==> src/rtl/mesh_wormhole_packetizer.sv <==
// Network-interface transmitter: turns a packet descriptor plus a stream of data words into a
// HEADER / PAYLOAD... / TAIL wormhole worm through a single registered flit stage.
module mesh_wormhole_packetizer #(
    parameter int                   FLIT_DATA_W = 8,
    parameter int                   FLIT_ID_W   = 2,
    parameter int                   ROW_ADDR_W  = 2,
    parameter int                   COL_ADDR_W  = 2,
    parameter int                   LEN_W       = 4,
    parameter logic [FLIT_ID_W-1:0] HEADER_ID   = 2'b10,
    parameter logic [FLIT_ID_W-1:0] PAYLOAD_ID  = 2'b01,
    parameter logic [FLIT_ID_W-1:0] TAIL_ID     = 2'b11,
    localparam int                  FLIT_W      = FLIT_ID_W + FLIT_DATA_W
) (
    input  logic                   clk_i,
    input  logic                   rst_ni,
    input  logic                   pkt_vld_i,
    output logic                   pkt_rdy_o,
    input  logic [ROW_ADDR_W-1:0]  pkt_row_i,
    input  logic [COL_ADDR_W-1:0]  pkt_col_i,
    input  logic [LEN_W-1:0]       pkt_len_i,
    input  logic [FLIT_DATA_W-1:0] data_i,
    input  logic                   data_vld_i,
    output logic                   data_rdy_o,
    output logic [FLIT_W-1:0]      flit_o,
    output logic                   flit_vld_o,
    input  logic                   flit_rdy_i,
    output logic                   busy_o,
    output logic                   err_len_o
);

    localparam int ADDR_W = ROW_ADDR_W + COL_ADDR_W;
    localparam logic [LEN_W-1:0] CNT_ZERO = {LEN_W{1'b0}};
    localparam logic [LEN_W-1:0] CNT_ONE  = {{(LEN_W-1){1'b0}}, 1'b1};

    typedef enum logic [0:0] {
        ST_IDLE = 1'b0,
        ST_BODY = 1'b1
    } state_t;

    state_t                   state_r, state_s;
    logic [LEN_W-1:0]         cnt_r, cnt_s;
    logic [FLIT_W-1:0]        flit_r, flit_s;
    logic                     vld_r, vld_s;
    logic                     err_r, err_s;
    logic                     busy_r, busy_s;
    logic                     free_s;
    logic                     pkt_acc_s;
    logic                     data_acc_s;
    logic [FLIT_DATA_W-1:0]   header_data_s;

    // The output stage can take a new flit when empty or when its current flit leaves this cycle
    assign free_s     = !vld_r || flit_rdy_i;
    assign pkt_rdy_o  = (state_r == ST_IDLE) && free_s;
    assign data_rdy_o = (state_r == ST_BODY) && free_s;
    assign pkt_acc_s  = pkt_vld_i && pkt_rdy_o;
    assign data_acc_s = data_vld_i && data_rdy_o;

    assign flit_o     = flit_r;
    assign flit_vld_o = vld_r;
    assign err_len_o  = err_r;
    assign busy_o     = busy_r;

    // Header payload: destination address zero-extended, column in the LSBs
    always_comb begin
        header_data_s              = {FLIT_DATA_W{1'b0}};
        header_data_s[ADDR_W-1:0]  = {pkt_row_i, pkt_col_i};
    end

    // Next-state and output-stage load logic
    always_comb begin
        state_s = state_r;
        cnt_s   = cnt_r;
        flit_s  = flit_r;
        vld_s   = vld_r && !flit_rdy_i;
        err_s   = 1'b0;
        case (state_r)
            ST_IDLE: begin
                if (pkt_acc_s) begin
                    if (pkt_len_i == CNT_ZERO) begin
                        err_s = 1'b1;
                    end else begin
                        flit_s  = {HEADER_ID, header_data_s};
                        vld_s   = 1'b1;
                        cnt_s   = pkt_len_i;
                        state_s = ST_BODY;
                    end
                end else begin
                    state_s = ST_IDLE;
                end
            end
            ST_BODY: begin
                if (data_acc_s) begin
                    flit_s = {(cnt_r == CNT_ONE) ? TAIL_ID : PAYLOAD_ID, data_i};
                    vld_s  = 1'b1;
                    cnt_s  = cnt_r - CNT_ONE;
                    if (cnt_r == CNT_ONE) begin
                        state_s = ST_IDLE;
                    end else begin
                        state_s = ST_BODY;
                    end
                end else begin
                    state_s = ST_BODY;
                end
            end
            default: begin
                state_s = ST_IDLE;
                cnt_s   = CNT_ZERO;
                vld_s   = 1'b0;
            end
        endcase
        busy_s = (state_s == ST_BODY);
    end

    // State, remaining-word count and registered outputs
    always_ff @(posedge clk_i or negedge rst_ni) begin
        if (!rst_ni) begin
            state_r <= ST_IDLE;
            cnt_r   <= CNT_ZERO;
            flit_r  <= {FLIT_W{1'b0}};
            vld_r   <= 1'b0;
            err_r   <= 1'b0;
            busy_r  <= 1'b0;
        end else begin
            state_r <= state_s;
            cnt_r   <= cnt_s;
            flit_r  <= flit_s;
            vld_r   <= vld_s;
            err_r   <= err_s;
            busy_r  <= busy_s;
        end
    end

endmodule
==> config.mk <==
export PLATFORM = sky130hd
export DESIGN_NAME = mesh_wormhole_packetizer
export DESIGN_NICKNAME = d
export VERILOG_FILES = /design/src/rtl/mesh_wormhole_packetizer.sv
export SDC_FILE = /design/constraint.sdc
export NUM_CORES = 1
export LEC_CHECK = 0
export CAP_MARGIN = 20
export CORE_AREA = 5 5 54 56
export CTS_CLUSTER_DIAMETER = 60
export DETAILED_ROUTE_END_ITERATION = 8
export DIE_AREA = 0 0 59 61
export HOLD_SLACK_MARGIN = 0.08
export PLACE_DENSITY = 0.69
export RECOVER_POWER = 25
export SYNTH_ARGS = -nofsm -noshare
export SYNTH_HDL_FRONTEND = slang
export SYNTH_SLANG_ARGS = --single-unit
==> constraint.sdc <==
create_clock -name clk_i -period 1.6 [get_ports clk_i]
set_input_delay 0.32 -clock clk_i [delete_from_list [all_inputs] [get_ports clk_i]]
set_output_delay 0.32 -clock clk_i [all_outputs]
set_load 0.03 [all_outputs]
* After elaboration in Yosys (flattened, before gate mapping)
Index checks and enable logic that the tools add are counted.
** Cells by class
- Add/subtract/negate cells :: 1
- Equal/unequal tests :: 4
- Multiplexer cells :: 21
- Bitwise operators :: 1
- Reductions and logical operators :: 10
** Operator list (number)
- 2-to-1 mux 10 bit :: 3
- case mux 10 bit (2 select lines) :: 1
- 2-to-1 mux 4 bit :: 3
- 2-to-1 mux 1 bit :: 10
- case mux 4 bit (2 select lines) :: 1
- logical AND 1 bit :: 5
- == test 4 x 1 -> 1 bit, second input constant :: 1
- zero test 4 bit :: 1
- inequality test 2 bit, second input constant :: 2
- case mux 1 bit (2 select lines) :: 2
- subtractor 4 x 1 -> 4 bit, second input constant :: 1
- AND reduction 3 bit :: 1
- zero test 1 bit :: 2
- 2-to-1 mux 2 bit :: 1
- inequality test 2 x 1 -> 1 bit, second input constant :: 1
- logical OR 1 bit :: 1
- inverter 1 bit :: 1
** Word-level totals
- Register bits after elaboration :: 17
- Input port bits :: 21
- Output and inout bits :: 15
- Logic and storage cells :: 42

* Longest topological paths before layout
- Depth after elaboration :: 6
- Mapped depth :: 5
- Gate-level depth less buffers :: 5

* Worst setup path before layout
OpenSTA, ideal clock, no wires.
- Path type :: register to output
- Start point :: register busy_o (netlist name)
- End point :: output port data_rdy_o
- Data arrival time :: 1.490 ns
- Data required time :: 1.280 ns
- Path slack :: -0.210 ns
- Cell stages (with the launch flop) :: 4
- Path buffers :: 2
- Cell sequence :: dfrtp_1 > clkbuf_1 > clkbuf_1 > and2_1
** RTL lines
- end: declaration :: line 23 : output logic data_rdy_o,

* Final worst setup path
- Start point :: input port pkt_len_i[3]
- End point :: register cnt_r[3]
** On the way
- Longest elaborated chain between the ends :: 3
- Elaborated cells between the ends (all ways) :: 6
- Classes of those cells :: eq/ne (1); mux (3); reduce/logical (2)
** RTL lines
- start: declaration :: line 20 : input logic [LEN_W-1:0] pkt_len_i,
- zero test 4 bit or 2-to-1 mux 4 bit (tied branches) :: line 79 : if (pkt_len_i == CNT_ZERO) begin
- inequality test 2 bit (no source line) or 2-to-1 mux 4 bit (tied branches)
- AND reduction 3 bit (no source line) or case mux 4 bit (2 select lines) (tied branches)
- end signal: assignment :: line 125 : cnt_r <= cnt_s;
- end: declaration :: line 41 : logic [LEN_W-1:0] cnt_r, cnt_s;
Parallel ways exist; a longest one is shown, timed or not. The select of a mux whose other input is x is not followed.
A chain may end at the register's enable or synchronous reset.

==> flow_metrics.py <==
metrics = {
    "outcome": {
        "status": "finished, final reports clean",
    },
    "sta": {
        "fmax_mhz": 648,
        "rsz0062_at_grt": "no",
        "skew_ps": 3.01,
        "finalCriticalPeriod_ps": 1540,
        "hold_violations": 0,
        "tightest_slew_ps": 916,
        "min_period_over_period_pct": 96.5,
        "holdWs_ps": 445,
        "drv_slew": 0,
        "slew_headroom_pct": 38.9,
        "setup_violations": 0,
    },
    "worst_hold_path": {
        "hold_path.class": "primary input to register",
    },
    "placed_design": {
        "io_buffers": 35,
        "place_inst": 151,
        "gp_congestion": 0.768,
        "dpl.hpwl_mm": 1.66,
        "place_area_um2": 1260,
    },
    "global_routing": {
        "grt_pass1_wl_mm": 3.62,
        "grt_overflow": 0,
        "grt_pass1_vias": 787,
        "grtUsageTotal_pct": 13.5,
        "grt_max_degree": 18,
        "antenna_found_initial": 0,
    },
    "cts": {
        "cts_root_buffer": "clkbuf_4",
        "hold_buffers": 0,
        "cts_sinks": 17,
        "clk_pin_slew_worst_paths_ps": 100,
        "cts.path.max_buffers": 2,
        "cts_buffers": 3,
        "clock_latency_ps": 290,
        "htree_levels": 1,
        "cts_tree": "built",
    },
    "floorplan": {
        "rows": 18,
        "core_area_um2": 2390,
        "start_util_pct": 35.5,
        "pin_count": 36,
        "dieArea_um2": 3600,
        "die_y_um": 61,
        "die_x_um": 59,
    },
    "drt": {
        "vias_per_cell": 4.80,
        "drt-initial-drc-count": 13,
        "drc": 0,
        "post_drt_wl_per_cell_um": 14.3,
        "drtPass1Iterations": 4,
        "route.antenna.remaining_nets": 0,
        "drt_wl_total_mm": 2.29,
        "num_vias": 768,
    },
    "synthesis": {
        "syn_avg_cell_area_um2": 10.1,
        "synth.most_common_cell": "dfrtp_1",
        "netlist_top_cells_count": "dfrtp_1, nand2_1, o21ai_0, a21oi_1",
        "ys_ff_latch": 17,
        "async_flop_share_pct": 100,
        "synth_area_leaders": "dfrtp_1, mux2i_1, mux2_4",
        "synthFlopType": "dfrtp_1",
        "syn_area_um2": 847,
        "synth_edf_count": 0,
        "synth_top_area_cell": "dfrtp_1",
        "seq_area_frac_synth_pct": 50.2,
        "synth_top_area_share_pct": 50.2,
        "synth_cell_types": 22,
        "netlist_instances": 84,
        "yosysWarnings": 0,
        "syn_nets": 107,
    },
    "cells_and_area": {
        "n_fill_cell": 222,
        "final_nets": 154,
        "multiInputGateArea_um2": 402,
        "seq_area_um2": 428,
        "postLayoutCellArea_um2": 1320,
        "final_cells": 160,
        "syn2layout_area_growth_pct": 56.1,
        "num_antenna_cells": 0,
        "layout-drive-gt1-share_pct": 21.5,
    },
    "worst_setup_path": {
        "cp.arrival_ps": 1730,
        "worst_setup_path_start_kind": "primary input",
        "crit_path_end_kind": "register",
        "path_class": "primary input to register",
        "cp_max_fo": 6,
        "worstPathRequired_ps": 1790,
    },
    "power": {
        "p_per_area_nw_per_um2": 1500,
        "finalPower_uw": 1990,
        "ir_worst_vdd_mv": 0.808,
        "p_leak_uw": 0.000659,
    },
    "flow_run": {
        "maxCapViolations": 0,
    },
}
==> report_power, final <==
group / switching [µW] / internal (µW)
Sequential: 116 / 592
Combinational: 575 / 472
Clock: 138 / 93.1
Total: 829 / 1160
==> final cells by class <==
class	count	share of cell area (%)
clock inverters	1	0.378
well taps	30	2.84
clock buffers	3	1.70
repair buffers	47	31.2
inverters	4	1.14
flip-flops and latches	17	32.4
multi-input cells	58	30.4
==> worst max-delay path: stages <==
cell and delay [ps]:
dlygate4sd2_1 280, nor4_4 310, and4bb_4 240, or2_4 290
mux2_4 300
==> metrics by stage <==
step                util [%]  setup TNS (ps)  worst slack, ps
CTS                     55.0               0             23.0
detailed placement      52.6           -5600             -507
floorplan                  -               0             5.89
finish                  55.4               0             55.8
global route            55.4               0             6.00
global placement        52.6           -4990             -479
==> registers in the layout, summed over array words and instances, names as in the netlist <==
name,cells
cnt_r,4
busy_o,1
flit_vld_o,1
err_len_o,1
flit_o,10
==> logic make-up after synthesis <==
family | after synthesis | synth area share, %
xor+xnor | 2 | 2.07
fa+ha+maj | 2 | 2.95
simple gates | 30 | 18.8
flops | 17 | 50.2
compound gates | 16 | 9.90
mux | 8 | 11.2
buf+inv | 9 | 4.87
==> worst paths after layout <==
check	startpoint	end	slack [ps]	cells past startpoint
setup reg to reg	busy_o$_DFF_PN0_	cnt_r[3]$_DFFE_PN0P_	220	3
min in group asynchronous	rst_ni	cnt_r[0]$_DFFE_PN0P_	670	2
setup / recovery	pkt_len_i[3]	cnt_r[3]$_DFFE_PN0P_	60	5
max in group asynchronous	rst_ni	busy_o$_DFF_PN0_	320	2
hold / removal	pkt_len_i[0]	cnt_r[0]$_DFFE_PN0P_	440	3
hold reg to reg	flit_o[9]$_DFFE_PN0P_	flit_o[9]$_DFFE_PN0P_	530	1
==> metal layers <==
metal  wire, µm  track usage, %  vias up
met2       1120            22.7       27
met3        192            4.04        4
met5          0               0        -
met1        945            16.2      358
li1           -               -      379
met4         34            5.83        0
==> timing repair <==
item	in CTS	in global routing
setup buffers	5	0
gates resized for setup	17	3
endpoints found under the setup margin	23	9
pin swaps	3	1
==> layout by cell type, fill, tap and decap left out, drive strengths merged <==
cell type	instances
clkdlybuf4s50	15
xnor2	2
clkbuf	4
a21oi	7
clkinv	1
nor2b	1
dfrtp	17
mux2i	5
dlygate4sd3	1
nand2	12
nand2b	2
dlygate4sd2	15
o221ai	1
and4bb	1
nor3	5
inv	4
dlymetal6s2s	1
nor4	1
o21ai	8
nor2	3
nand3	1
or2	1
ha	2
and3	2
buf	14
and2	1
mux2	3
No activity file was read; power rests on OpenSTA's default activity.
